File: src/rtl/alu_op_sequencer.sv
// Issue/retire wrapper around a fixed-latency registered 64-bit ALU: credit-based issue,
// tag tracking pipe and FWFT result FIFO. Optional sticky overflow via ALU_SEQ_STICKY_OVF_EN.
module alu_op_sequencer #(
  parameter int unsigned ALU_LAT = 2,
  parameter int unsigned DEPTH   = 4,
  parameter int unsigned TAG_W   = 4
) (
  input  logic             clk,
  input  logic             rst,
  input  logic             in_valid,
  output logic             in_ready,
  input  logic [63:0]      in_a,
  input  logic [63:0]      in_b,
  input  logic [3:0]       in_opcode,
  input  logic [TAG_W-1:0] in_tag,
  output logic [63:0]      alu_a,
  output logic [63:0]      alu_b,
  output logic [3:0]       alu_opcode,
  input  logic [63:0]      alu_z,
  input  logic             alu_carry,
  input  logic             alu_overflow,
  output logic             out_valid,
  input  logic             out_ready,
  output logic [63:0]      out_z,
  output logic             out_carry,
  output logic             out_overflow,
  output logic [TAG_W-1:0] out_tag,
  output logic             busy
`ifdef ALU_SEQ_STICKY_OVF_EN
  ,
  output logic             sticky_ovf,
  input  logic             sticky_clr
`endif
);

  localparam int unsigned PtrW = (DEPTH > 1) ? $clog2(DEPTH) : 1;
  localparam int unsigned CntW = $clog2(DEPTH + 1);
  localparam int unsigned SumW = $clog2(DEPTH + ALU_LAT + 2);

  typedef struct packed {
    logic [63:0]      z;
    logic             carry;
    logic             ovf;
    logic [TAG_W-1:0] tag;
  } entry_t;

  logic [ALU_LAT:0]            vpipe_q, vpipe_d;
  logic [ALU_LAT:0][TAG_W-1:0] tpipe_q, tpipe_d;
  entry_t                      mem_q [DEPTH];
  logic [PtrW-1:0]             rd_ptr_q, rd_ptr_d, wr_ptr_q, wr_ptr_d, head_idx;
  logic [CntW-1:0]             count_q, count_d;
  logic [63:0]                 alu_a_q, alu_b_q;
  logic [3:0]                  alu_opcode_q;
  logic [SumW-1:0]             inflight, occupancy;
  logic                        issue, fifo_wr, fifo_pop;

  function automatic logic [PtrW-1:0] ptr_inc(input logic [PtrW-1:0] p);
    return (p == PtrW'(DEPTH - 1)) ? '0 : p + PtrW'(1);
  endfunction

  always_comb begin
    inflight = '0;
    for (int i = 0; i <= int'(ALU_LAT); i++) begin
      inflight = inflight + SumW'(vpipe_q[i]);
    end
  end

  // Credits count registered state only, so a pop frees its slot one cycle later.
  assign occupancy = inflight + SumW'(count_q);
  assign in_ready  = occupancy < SumW'(DEPTH);
  assign issue     = in_valid && in_ready;
  assign fifo_wr   = vpipe_q[ALU_LAT];
  assign out_valid = count_q != '0;
  assign fifo_pop  = out_valid && out_ready;
  assign busy      = (inflight != '0) || (count_q != '0);

  always_comb begin
    vpipe_d    = '0;
    tpipe_d    = '0;
    vpipe_d[0] = issue;
    tpipe_d[0] = in_tag;
    for (int i = 1; i <= int'(ALU_LAT); i++) begin
      vpipe_d[i] = vpipe_q[i-1];
      tpipe_d[i] = tpipe_q[i-1];
    end
  end

  always_comb begin
    rd_ptr_d = fifo_pop ? ptr_inc(rd_ptr_q) : rd_ptr_q;
    wr_ptr_d = fifo_wr ? ptr_inc(wr_ptr_q) : wr_ptr_q;
    count_d  = count_q;
    unique case ({fifo_wr, fifo_pop})
      2'b10:   count_d = count_q + CntW'(1);
      2'b01:   count_d = count_q - CntW'(1);
      default: count_d = count_q;
    endcase
  end

  always_ff @(posedge clk or posedge rst) begin
    if (rst) begin
      vpipe_q      <= '0;
      tpipe_q      <= '0;
      rd_ptr_q     <= '0;
      wr_ptr_q     <= '0;
      count_q      <= '0;
      alu_a_q      <= '0;
      alu_b_q      <= '0;
      alu_opcode_q <= '0;
      for (int i = 0; i < int'(DEPTH); i++) begin
        mem_q[i] <= '0;
      end
    end else begin
      vpipe_q  <= vpipe_d;
      tpipe_q  <= tpipe_d;
      rd_ptr_q <= rd_ptr_d;
      wr_ptr_q <= wr_ptr_d;
      count_q  <= count_d;
      if (issue) begin
        alu_a_q      <= in_a;
        alu_b_q      <= in_b;
        alu_opcode_q <= in_opcode;
      end
      if (fifo_wr) begin
        mem_q[wr_ptr_q] <= '{z: alu_z, carry: alu_carry, ovf: alu_overflow,
                             tag: tpipe_q[ALU_LAT]};
      end
    end
  end

  assign alu_a      = alu_a_q;
  assign alu_b      = alu_b_q;
  assign alu_opcode = alu_opcode_q;

  // While empty, show the most recently popped slot so the data fields hold steady.
  always_comb begin
    head_idx = rd_ptr_q;
    if (!out_valid) begin
      head_idx = (rd_ptr_q == '0) ? PtrW'(DEPTH - 1) : rd_ptr_q - PtrW'(1);
    end
  end

  assign out_z        = mem_q[head_idx].z;
  assign out_carry    = mem_q[head_idx].carry;
  assign out_overflow = mem_q[head_idx].ovf;
  assign out_tag      = mem_q[head_idx].tag;

`ifdef ALU_SEQ_STICKY_OVF_EN
  logic sticky_q, sticky_d;

  always_comb begin
    sticky_d = sticky_q;
    if (fifo_pop && mem_q[rd_ptr_q].ovf) begin
      sticky_d = 1'b1;
    end else if (sticky_clr) begin
      sticky_d = 1'b0;
    end
  end

  always_ff @(posedge clk or posedge rst) begin
    if (rst) begin
      sticky_q <= 1'b0;
    end else begin
      sticky_q <= sticky_d;
    end
  end

  assign sticky_ovf = sticky_q;
`else
  // No sticky overflow state in this build.
`endif

endmodule

File: config.mk
export PLATFORM = sky130hd
export DESIGN_NAME = alu_op_sequencer
export DESIGN_NICKNAME = d
export VERILOG_FILES = /design/src/rtl/alu_op_sequencer.sv
export SDC_FILE = /design/constraint.sdc
export NUM_CORES = 1
export LEC_CHECK = 0
export BUFFER_PORTS_ARGS = -buffer_cell sky130_fd_sc_hd__buf_2
export CAP_MARGIN = 15
export CORE_ASPECT_RATIO = 0.8
export CORE_UTILIZATION = 35
export CTS_CLUSTER_SIZE = 20
export DETAILED_ROUTE_END_ITERATION = 8
export SLEW_MARGIN = 20
export SYNTH_ARGS = -nofsm -noshare
export SYNTH_HDL_FRONTEND = slang
export SYNTH_SLANG_ARGS = --single-unit
File: constraint.sdc
create_clock -name clk -period 22.7 [get_ports clk]
set_input_delay 0 -clock clk [delete_from_list [all_inputs] [get_ports clk]]
set_output_delay 0 -clock clk [all_outputs]
set_load 0.005 [all_outputs]
Yosys cells after proc, flatten, opt, wreduce, memory -nomap -nowiden

Index checks and enable logic that the tools add are counted.

Bits in writable memories: 0
Memory bits (read-only): 0
Input port bits: 206
Output and inout bits: 205
Register bits after elaboration: 434
Memories kept: 0
Latch bits: 0

Muxes and demuxes: 11
Reduce and logical (&&, ||, !) cells: 8
Bitwise gates (word level): 2
Equal/unequal tests: 4
Divide/modulo/power cells: 0
Add/sub/neg operators: 8
Shift operators: 0
Magnitude comparators: 4
Multipliers: 0

Operator list:

| cell                                                      | count |
|---|---|
| bitwise mux 280 bit                                       | 1 |
| two-way mux 70 bit                                        | 3 |
| binary-select mux 70 bit (select 2 bit)                   | 1 |
| demux 70 bit (select 2 bit)                               | 1 |
| two-way mux 2 bit                                         | 4 |
| == test 2 bit (second input constant)                     | 3 |
| greater-or-equal comparator 3 bit (second input constant) | 2 |
| NOT 2 -> 3 bit                                            | 2 |
| case mux 3 bit (2 select lines)                           | 1 |
| nonzero test 3 bit                                        | 2 |
| adder 2 x 1 -> 2 bit (second input constant)              | 2 |
| adder 2 x 1 -> 3 bit                                      | 1 |
| adder 3 x 1 -> 3 bit (second input constant)              | 1 |
| adder 3 bit                                               | 1 |
| logical AND 1 bit                                         | 3 |
| < comparator 3 x 1 -> 1 bit (second input constant)       | 1 |
| < comparator 3 bit (second input constant)                | 1 |
| subtractor 3 x 1 -> 3 bit (second input constant)         | 1 |
| adder 1 x 1 -> 2 bit                                      | 1 |
| == test 2 x 1 -> 1 bit (second input constant)            | 1 |
| logical NOT 2 bit                                         | 1 |
| nonzero test 2 bit                                        | 1 |
| subtractor 2 x 1 -> 2 bit (second input constant)         | 1 |
| logical OR 1 bit                                          | 1 |

Longest topological paths before layout

Gate-level depths: netlist of run 1.

Word-level depth: 7
Depth in mapped cells: 11
Gate-level depth less buffers: 10

Least setup slack after synthesis of run 1

No wires, ideal clock.

Kind: reg-to-reg
Start: register vpipe_q[2]
End: register alu_b_q[0], in the netlist alu_b[0]
Library setup time: 0.125 ns
Path slack: 20.212 ns
Required time: 22.575 ns
Buffers on the path: 3
Cell stages (with the launch flop): 12
Clock period less this slack: 2.488 ns
Arrival time: 2.364 ns
Cells stage by stage: dfrtp_1 > clkbuf_1 > inv_1 > fa_1 > inv_1 > ha_1 > and3b_1 > o211ai_2 > nand2_1 > buf_2 > buf_4 > mux2_2

Longest elaborated chain between the ends: 4

Ends and longest elaborated chain:

| item                   | line | RTL |
|---|---|---|
| from (decl)            | 47   | `logic [ALU_LAT:0] vpipe_q, vpipe_d;` |
| from (signal assigned) | 113  | `vpipe_q <= vpipe_d;` |
| adder 2 x 1 -> 3 bit   | 64   | `inflight = inflight + SumW'(vpipe_q[i]);` |
| adder 3 bit            | 69   | `assign occupancy = inflight + SumW'(count_q);` |
| < comparator 3 bit     | 70   | `assign in_ready = occupancy < SumW'(DEPTH);` |
| net in_ready           | 11   | `output logic in_ready,` |
| logical AND 1 bit      | 71   | `assign issue = in_valid && in_ready;` |
| to (signal assigned)   | 120  | `alu_b_q <= in_b;` |
| to (decl)              | 52   | `logic [63:0] alu_a_q, alu_b_q;` |

The timed path passes the listed nets, and every way through them passes these cells.
A chain may end at the register's enable or synchronous reset.

Final worst setup path of run 1

Start: register rd_ptr_q[1]
End: output out_z[63]

Longest elaborated chain between the ends: 7
Elaborated cells on any way between the ends: 8
Those cells by class: add/sub: 1; mux: 5; bitwise: 1; reduce/logical: 1

Ends and longest elaborated chain:

| item                                                                  | line | RTL |
|---|---|---|
| from (decl)                                                           | 50   | `logic [PtrW-1:0] rd_ptr_q, rd_ptr_d, wr_ptr_q, wr_ptr_d, head_idx;` |
| from (signal assigned)                                                | 115  | `rd_ptr_q <= rd_ptr_d;` |
| subtractor 2 x 1 -> 2 bit / logical NOT 2 bit (equally long branches) | 138  | `head_idx = (rd_ptr_q == '0) ? PtrW'(DEPTH - 1) : rd_ptr_q - PtrW'(1);` |
| two-way mux 2 bit                                                     | 138  |  |
| two-way mux 2 bit (*)                                                 | 137  | `if (!out_valid) begin` |
| NOT 2 -> 3 bit (implied by the code) (*)                              | 142  | `assign out_z = mem_q[head_idx].z;` |
| binary-select mux 70 bit (select 2 bit) (*)                           | 142  |  |
| two-way mux 70 bit (*) (2 in a row)                                   | --   |  |
| to (decl)                                                             | 24   | `output logic [63:0] out_z,` |

Every way passes the cells marked *; elsewhere a longest branch is shown, timed or not. The select of a mux whose other input is x is not followed.

==> impl_metrics.env, run 1 <==
export IMPL_dieWidth_um=261
export IMPL_path_class="reg2out"
export IMPL_hold_slack_ns=0.0742
export IMPL_drc_errors=0
export IMPL_max_freq_ghz=0.221
export IMPL_min_period_over_period_pct=19.9
export IMPL_setup_viol=0
export IMPL_period_minus_slack_ns=4.52
export IMPL_die_y_um=210
export IMPL_clock_latency_ns=0.58
export IMPL_cts_path_max_buffers=3
export IMPL_syn_avg_cell_area_um2=13.8
export IMPL_initial_core_util_pct=35.7
export IMPL_ys_seq_area_share_pct=57.6
export IMPL_dpl_worst_slack_ns=18.79
export IMPL_critPathMaxFanout=72
export IMPL_cp_end_kind="primary output"
export IMPL_critical_path_arrival_ns=4.52
export IMPL_final_nets=2149
export IMPL_gr_usage_met1_pct=25.4
export IMPL_synth_area_um2=18800
export IMPL_antenna_found_initial=3
export IMPL_cp_required_ns=22.70
export IMPL_async_flop_share_pct=100
export IMPL_worstPathCellList="inv_1, ha_1, nor2b_4, buf_4, nand3_1, o31a_2, buf_4, o221a_2, buf_2"
export IMPL_grt_pass1_wl_mm=83.8
export IMPL_dp_cells=2374
export IMPL_vias=13799
export IMPL_dp_hpwl_mm=32.3
export IMPL_synth_area_leaders="dfrtp_1 (58%), mux2_2 (25%), o221a_2 (4.2%), a221oi_1 (3.1%), nor4_1 (2.3%)"
export IMPL_vias_per_cell=5.18
export IMPL_io_pins=411
export IMPL_clock_skew_ns=0.0239
export IMPL_track_usage_pct=19.6
export IMPL_final_antenna_net_count=0
export IMPL_area_delta_synth_final_pct=33.1
export IMPL_final_cell_count_no_fill=2665
export IMPL_yosys_warnings=0
export IMPL_synth_top_area_share_pct=57.6
export IMPL_slew_limit_headroom_pct=32.5
export IMPL_leakagePower_nw=11.2
export IMPL_finalHoldViolCount=0
export IMPL_io_buffers=410
export IMPL_status="finished clean"
export IMPL_yosys_most_used_dff="dfrtp_1"
export IMPL_cts_sinks=434
export IMPL_final_common_cell="dfrtp_1"
export IMPL_grt_pass1_vias=14831
export IMPL_clk_pin_slew_ns=0.06
export IMPL_wl_per_cell_um=20.1
export IMPL_syn_inst=1366
export IMPL_grt_overflow=0
export IMPL_core_area_um2=52800
export IMPL_grt_max_degree=167
export IMPL_gr_usage_met3_pct=4.75
export IMPL_final_area_um2=25100
export IMPL_synthDistinctLibCells=34
export IMPL_fin_setup_tns_ns=0
export IMPL_max_cap_violations=0
export IMPL_synthesis_nets=1582
export IMPL_placed_area_um2=21500
export IMPL_hold_class="in2reg"
export IMPL_gr_max_usage_layer="met2"
export IMPL_slowest_delay_ns=1.07
export IMPL_cts_buffers=46
export IMPL_cpMostUsedCell="buf_4"
export IMPL_grt_use_met2_pct=31.9
export IMPL_rsz0062_at_grt="no"
export IMPL_std_cell_rows=75
export IMPL_setup_ws_ns=18.18
export IMPL_cp_start_kind="flop"
export IMPL_htree_levels=2
export IMPL_cts_tree="yes"
export IMPL_finalPower_mw=3.90
export IMPL_routabilityCongestion=0.752
export IMPL_final_cell_mix="dfrtp_1 (433), mux2_2 (412), buf_2 (410)"
export IMPL_first_pass_iters=5
export IMPL_drive_above_1_share_pct=50.8
export IMPL_drt_iter0_drc=822
export IMPL_synth_seq_cells=434
export IMPL_p_per_area_nw_per_um2=155
export IMPL_tightest_slew_ns=1.01
export IMPL_final_max_slew_viol_count=0
export IMPL_die_area_um2=54800
export IMPL_irDropWorstVdd_mv=0.120
export IMPL_wirelength_mm=53.7
export IMPL_cts_root_buf="clkbuf_16"
export IMPL_yosys_area_top_type="dfrtp_1"
export IMPL_crit_path_top_delay_cell="dfrtp_4"
export IMPL_synth_edf_count=0
export IMPL_final_core_utilization_pct=47.5
export IMPL_r2r_slack_ns=19.10
## timing repair
item / in CTS / in global routing
hold buffers: 204 / 0
buffers inserted: 0 / 0
hold endpoints to repair: 530 / 0
gates resized for setup: 0 / 0
## report_power, final
group	leakage (nW)	switching [mW]	internal, mW	total, mW
registers	5.08	0.245	1.17	1.41
logic	5.32	0.827	0.899	1.73
clock network	0.758	0.317	0.439	0.756
## area by class of cell
| type | instances | area [µm²] |
|---|---|---|
| Clock inverter | 23 | 225 |
| Inverter | 86 | 332 |
| Multi-Input combinational cell | 736 | 7270 |
| Tap cell | 693 | 867 |
| Fill cell | 4629 | 27700 |
| Timing Repair Buffer | 629 | 4220 |
| Clock buffer | 62 | 1300 |
| Sequential cell | 434 | 10900 |
| Antenna cell | 2 | 5.00 |
## per-layer routing
metal,wire [µm],up-vias
li1,-,6246
met1,23300,7046
met2,25700,401
met3,3210,104
met4,1510,2
met5,13,-
## critical path: cells and delay by family, from the launching register on
family / cells / cell delay (ns)
and+or+nand+nor: 2 / 0.31
buffers and inverters: 4 / 1.50
adders and majority gates: 1 / 0.26
DFF: 1 / 1.07
AOI/OAI and AO/OA: 2 / 0.75
## flip-flops by register name, summed over array words and instances (netlist names)
| register | count |
|---|---|
| mem_q | 280 |
| alu_a | 64 |
| alu_b | 64 |
| tpipe_d | 8 |
| alu_opcode | 4 |
| tpipe_q | 4 |
| count_q | 3 |
| vpipe_q | 3 |
| rd_ptr_q | 2 |
| wr_ptr_q | 2 |
## cell usage after synthesis, drive strengths merged (2+ instances only)
library cell    n
dfrtp         434
mux2          412
inv            86
nor3           72
nor4           70
o221a          70
buf            68
a221oi         66
clkbuf         42
nand2           9
ha              8
a211oi          4
o21ai           4
fa              2
nand3           2
or3             2
xor2            2
## worst paths after layout
check / start / end / cells past startpoint
min reg2reg: tpipe_d[9]$_DFF_PP0_ / tpipe_q[9]$_DFF_PP0_ / 0
min in group asynchronous: rst / alu_b[57]$_DFFE_PP0P_ / 3
min: in_valid / vpipe_q[0]$_DFF_PP0_ / 3
max reg2reg: vpipe_q[2]$_DFF_PP0_ / alu_b[15]$_DFFE_PP0P_ / 9
max in group asynchronous: rst / mem_q[206]$_DFFE_PP0P_ / 5
max: rd_ptr_q[1]$_DFFE_PP0N_ / out_z[63] / 9
## kinds of logic after synthesis
group                    synth area share [%]
AO/OA/AOI/OAI                            7.82
flip-flops                               57.6
XOR/XNOR                                0.139
AND/OR/NAND/NOR                          4.77
buffers and inverters                    4.21
adder cells (fa/ha/maj)                 0.744
multiplexers                             24.7
(Power assumes the default switching activity.)
==> run 2: changes to the inputs <==
==> constraint.sdc (replaced) <==
create_clock -name clk -period 3.65 [get_ports clk]
set_input_delay 0 -clock clk [delete_from_list [all_inputs] [get_ports clk]]
set_output_delay 0 -clock clk [all_outputs]
set_load 0.005 [all_outputs]
==> impl_metrics.env, run 2 (synthesized netlist as in run 1, its figures left out) <==
export IMPL_final_cell_mix="dfrtp_1 (433), mux2_2 (412), buf_2 (410)"
export IMPL_hold_buffers=205
export IMPL_irDropWorstVdd_mv=0.887
export IMPL_tightest_slew_ns=1.11
export IMPL_core_area_um2=52800
export IMPL_final_nets=2163
export IMPL_critPathMaxFanout=70
export IMPL_placed_area_um2=21700
export IMPL_period_minus_slack_ns=3.28
export IMPL_first_pass_iters=5
export IMPL_grt_pass1_vias=15560
export IMPL_min_period_over_period_pct=89.8
export IMPL_dieWidth_um=261
export IMPL_grt_max_degree=112
export IMPL_vias_per_cell=5.29
export IMPL_clock_skew_ns=0.0360
export IMPL_largest_reg_flops=280
export IMPL_regMostFlops="mem_q"
export IMPL_final_antenna_net_count=0
export IMPL_area_delta_synth_final_pct=34.6
export IMPL_clk_pin_slew_ns=0.06
export IMPL_final_common_cell="dfrtp_1"
export IMPL_fillers=4579
export IMPL_fin_setup_tns_ns=0
export IMPL_wirelength_mm=56.2
export IMPL_die_y_um=210
export IMPL_grt_pass1_wl_mm=88.5
export IMPL_cts_buffers=47
export IMPL_cp_start_kind="flop"
export IMPL_p_per_area_nw_per_um2=982
export IMPL_status="finished clean"
export IMPL_clock_latency_ns=0.59
export IMPL_drc_errors=0
export IMPL_max_freq_ghz=0.305
export IMPL_cts_sinks=434
export IMPL_routabilityCongestion=0.795
export IMPL_std_cell_rows=75
export IMPL_crit_path_top_delay_cell="buf_4"
export IMPL_initial_core_util_pct=35.7
export IMPL_cts_tree="yes"
export IMPL_cp_required_ns=3.65
export IMPL_crit_buf_inv=4
export IMPL_rsz0062_at_grt="no"
export IMPL_antenna_found_initial=2
export IMPL_wl_per_cell_um=21.0
export IMPL_slew_limit_headroom_pct=26.3
export IMPL_hold_class="in2reg"
export IMPL_cts_path_max_buffers=3
export IMPL_critical_path_arrival_ns=3.28
export IMPL_max_cap_violations=0
export IMPL_htree_levels=2
export IMPL_vias=14156
export IMPL_setup_viol=0
export IMPL_drt_iter0_drc=742
export IMPL_drive_above_1_share_pct=51.0
export IMPL_die_area_um2=54800
export IMPL_crit_family="buffers and inverters"
export IMPL_io_buffers=410
export IMPL_final_area_um2=25400
export IMPL_cts_root_buf="clkbuf_16"
export IMPL_dp_hpwl_mm=33.6
export IMPL_cp_end_kind="primary output"
export IMPL_leakagePower_nw=11.3
export IMPL_post_cts_resized=0
export IMPL_track_usage_pct=20.7
export IMPL_io_pins=411
export IMPL_final_max_slew_viol_count=0
export IMPL_finalHoldViolCount=0
export IMPL_post_cts_buffers=0
export IMPL_grt_overflow=0
export IMPL_cpMostUsedCell="inv_2"
export IMPL_worstPathCellList="inv_2, ha_1, inv_2, nand3_1, o31a_2, buf_4, o221a_2, buf_2"
export IMPL_path_class="reg2out"
export IMPL_slowest_delay_ns=0.82
[run 2: cell types whose count changed in the layout (fill, tap and decap cells not counted), moves of 2 or more]
| cell | change |
|---|---|
| buf_12 | +10 |
| clkinv_2 | -6 |
| buf_4 | +3 |
| bufinv_16 | +3 |
| clkbuf_1 | +2 |
| clkinv_4 | -2 |
| clkinv_8 | -2 |
| inv_6 | +2 |
[run 2: power by group]
group | switching (mW) | total, mW | leakage (nW) | internal (mW)
sequential | 1.35 | 8.61 | 5.08 | 7.26
clock | 2.01 | 4.96 | 0.786 | 2.95
combinational | 5.56 | 11.3 | 5.44 | 5.75
total | 8.93 | 24.9 | 11.3 | 16.0
[run 2: worst register-to-register path: stages (launching register included)]
cell	delay, ns
dfrtp_1	0.60
inv_1	0.16
fa_1	0.41
inv_1	0.08
ha_1	0.23
and3b_1	0.18
o211ai_2	0.22
nand2_4	0.26
buf_12	0.31
mux2_2	0.34
[run 2: path summary, 6_finish.rpt]
| check | startpoint | to | slack, ns | cells past startpoint |
|---|---|---|---|---|
| min reg2reg | tpipe_d[8]$_DFF_PP0_ | tpipe_q[8]$_DFF_PP0_ | 0.35 | 0 |
| max in group asynchronous | rst | mem_q[249]$_DFFE_PP0P_ | 2.46 | 4 |
| min | in_tag[3] | tpipe_d[7]$_DFF_PP0_ | 0.07 | 2 |
| max reg2reg | vpipe_q[2]$_DFF_PP0_ | alu_a[55]$_DFFE_PP0P_ | 0.70 | 9 |
| max | rd_ptr_q[0]$_DFFE_PP0N_ | out_z[3] | 0.37 | 8 |
| min in group asynchronous | rst | alu_b[11]$_DFFE_PP0P_ | 0.09 | 3 |
[run 2: metrics by stage]
step	std cells	power [mW]	setup slack, ns	utilization [%]	hold WS (ns)
final	2678	24.9	0.372	48.0	0.0652
after global placement	2386	19.4	0.765	41.1	0.111
after CTS	2675	25.1	0.333	48.0	0.0259
after detailed placement	2386	19.9	0.722	41.1	0.114
after floorplan	1366	15.4	-2.21	-	0.0314
after global routing	2676	26.5	0.224	48.0	0.0413
[run 2: area by class of cell]
cell class / count / area, µm² / area share, %
Sequential cell: 434 / 10900 / 42.8
Multi-Input combinational cell: 736 / 7260 / 28.6
Timing Repair Buffer: 642 / 4440 / 17.5
Clock buffer: 64 / 1310 / 5.17
Tap cell: 693 / 867 / 3.42
Inverter: 86 / 327 / 1.29
Clock inverter: 20 / 282 / 1.11
Antenna cell: 3 / 7.51 / 0.0296
[run 2: metal layers]
metal	vias up	GRT usage [%]	part of all wire (%)
met5	-	0	0
met4	0	6.64	2.6
met3	116	4.52	5.8
met2	490	34.5	48
met1	7281	26.8	43
li1	6269	-	-
==> run 3: changes to the inputs <==
--- a/config.mk
+++ b/config.mk
@@ -9,6 +9,7 @@
 export CAP_MARGIN = 15
 export CORE_ASPECT_RATIO = 0.8
 export CORE_UTILIZATION = 35
+export CTS_BUF_LIST = sky130_fd_sc_hd__clkbuf_8
 export CTS_CLUSTER_SIZE = 20
 export DETAILED_ROUTE_END_ITERATION = 8
 export SLEW_MARGIN = 20
==> impl_metrics.env, run 3 (synthesized netlist as in run 1, its figures left out) <==
export IMPL_status="finished clean"
export IMPL_finalPower_mw=25.0
export IMPL_setup_viol=0
export IMPL_regMostFlops="mem_q"
export IMPL_placed_area_um2=21700
export IMPL_area_delta_synth_final_pct=36.1
export IMPL_critical_path_arrival_ns=3.33
export IMPL_die_area_um2=54800
export IMPL_finalHoldViolCount=0
export IMPL_r2r_start="vpipe_q[2]$_DFF_PP0_"
export IMPL_cts_tree="yes"
export IMPL_clock_skew_ns=0.0275
export IMPL_critPathMaxFanout=70
export IMPL_grt_pass1_vias=15957
export IMPL_cp_required_ns=3.65
export IMPL_cp_end_kind="primary output"
export IMPL_min_period_over_period_pct=91.4
export IMPL_switching_share_pct=36.7
export IMPL_initial_core_util_pct=35.7
export IMPL_crit_family="buffers and inverters"
export IMPL_vias_per_cell=5.20
export IMPL_max_cap_violations=0
export IMPL_cp_start_kind="flop"
export IMPL_slowest_delay_ns=0.82
export IMPL_grt_overflow=0
export IMPL_tightest_slew_ns=1.08
export IMPL_power_frac_clock_pct=19.0
export IMPL_rsz0062_at_grt="no"
export IMPL_die_y_um=210
export IMPL_crit_path_top_delay_cell="buf_4"
export IMPL_final_antenna_net_count=0
export IMPL_leakagePower_nw=11.5
export IMPL_cts_sinks=434
export IMPL_hold_slack_ns=0.102
export IMPL_hold_class="in2reg"
export IMPL_track_usage_pct=21.3
export IMPL_wl_per_cell_um=20.9
export IMPL_drc_errors=0
export IMPL_final_cell_mix="dfrtp_1 (433), mux2_2 (412), buf_2 (410)"
export IMPL_grt_max_degree=112
export IMPL_hold_end="alu_b[20]$_DFFE_PP0P_"
export IMPL_cts_root_buf="clkbuf_8"
export IMPL_first_pass_iters=5
export IMPL_crit_buf_inv=4
export IMPL_vias=14345
export IMPL_setup_ws_ns=0.315
export IMPL_dpl_worst_slack_ns=0.722
export IMPL_final_nets=2217
export IMPL_final_common_cell="dfrtp_1"
export IMPL_std_cell_rows=75
export IMPL_hold_path_depth=3
export IMPL_final_max_slew_viol_count=0
export IMPL_largest_reg_flops=280
export IMPL_hold_buffers=232
export IMPL_wirelength_mm=57.6
export IMPL_cpMostUsedCell="inv_2"
export IMPL_io_buffers=410
export IMPL_p_sw_mw=9.16
export IMPL_io_pins=411
export IMPL_r2r_slack_ns=0.38
export IMPL_htree_levels=3
export IMPL_clock_latency_ns=0.66
export IMPL_crit_reg2reg_capture="alu_b[27]$_DFFE_PP0P_"
export IMPL_p_seq_share_pct=34.6
export IMPL_dp_hpwl_mm=33.6
export IMPL_cts_buffers=74
export IMPL_grt_pass1_wl_mm=90.7
export IMPL_fin_setup_tns_ns=0
export IMPL_max_freq_ghz=0.300
export IMPL_worstPathCellList="inv_2, ha_1, inv_2, nand3_1, o31a_2, buf_4, o221a_2, buf_2"
export IMPL_period_minus_slack_ns=3.33
export IMPL_min_from="in_b[20]"
export IMPL_drive_above_1_share_pct=51.0
export IMPL_antenna_found_initial=3
export IMPL_final_area_um2=25700
export IMPL_combPwrFrac_pct=46.5
export IMPL_irDropWorstVdd_mv=0.996
export IMPL_drt_iter0_drc=806
export IMPL_r2r_cells=9
export IMPL_post_cts_buffers=0
export IMPL_core_area_um2=52800
export IMPL_slew_limit_headroom_pct=27.7
export IMPL_p_per_area_nw_per_um2=974
export IMPL_cts_path_max_buffers=3
export IMPL_p_int_mw=15.8
export IMPL_path_class="reg2out"
export IMPL_dieWidth_um=261
export IMPL_clk_pin_slew_ns=0.06
export IMPL_post_cts_resized=0
export IMPL_routabilityCongestion=0.795
run 3: cell count changes in the layout (fill, tap and decap cells not counted), moves of 2 or more:
cell,change
clkinv_8,+3
dlygate4sd3_1,+27
bufinv_16,-2
clkbuf_16,-47
clkbuf_1,-10
clkinv_2,+2
inv_1,+21
clkbuf_8,+85
run 3: through the flow:
step                      util [%]  cells
after floorplan                  -   1366
after global placement        41.1   2386
after detailed placement      41.1   2386
after CTS                     48.5   2753
after global routing          48.5   2755
final                         48.6   2757
run 3: area by class of cell:
cell class / count / area, µm²
Multi-Input combinational cell: 736 / 7260
Tap cell: 693 / 867
Clock buffer: 92 / 1270
Sequential cell: 434 / 10900
Antenna cell: 4 / 10.0
Fill cell: 4583 / 27200
Clock inverter: 43 / 348
Inverter: 86 / 327
Timing Repair Buffer: 669 / 4710
run 3: routing by layer:
metal  vias up  track usage, %  wire (µm)
met5         -               0          0
met4         0            7.82       1670
met3       111            5.12       3030
met2       426            35.0      27800
met1      7408            27.3      25100
li1       6400               -          -
run 3: worst max-delay path by stage:
stage                                  startpoint                        end  slack, ns  depth (start not counted)
after floorplan                               rst       alu_a[0]$_DFFE_PP0P_      -2.21                          1
after global placement       vpipe_q[2]$_DFF_PP0_      alu_a[34]$_DFFE_PP0P_       0.76                          9
after detailed placement     vpipe_q[2]$_DFF_PP0_  alu_opcode[2]$_DFFE_PP0P_       0.72                          9
after CTS                 rd_ptr_q[0]$_DFFE_PP0N_                   out_z[3]       0.25                          8
after global routing      rd_ptr_q[1]$_DFFE_PP0N_                  out_z[60]       0.14                          6
final                     rd_ptr_q[0]$_DFFE_PP0N_                   out_z[3]       0.32                          8
run 3: power groups by stage:
stage / sequential [mW] / combinational, mW / clock (mW)
2_1_floorplan: 8.43 / 7.01 / 0
3_3_place_gp: 8.50 / 10.9 / 0
3_5_place_dp: 8.65 / 11.2 / 0
4_1_cts: 8.59 / 11.6 / 4.88
5_1_grt: 8.95 / 12.5 / 5.09
6_report: 8.63 / 11.6 / 4.74
run 3: worst reg2reg max path, delay by kind of cell, from the launching register on:
family                     cells  cell delay, ns
DFF                            1            0.61
AOI/OAI and AO/OA              1            0.22
buffers and inverters          3            0.83
and+or+nand+nor                2            0.46
adders and majority gates      2            0.65
muxes                          1            0.39
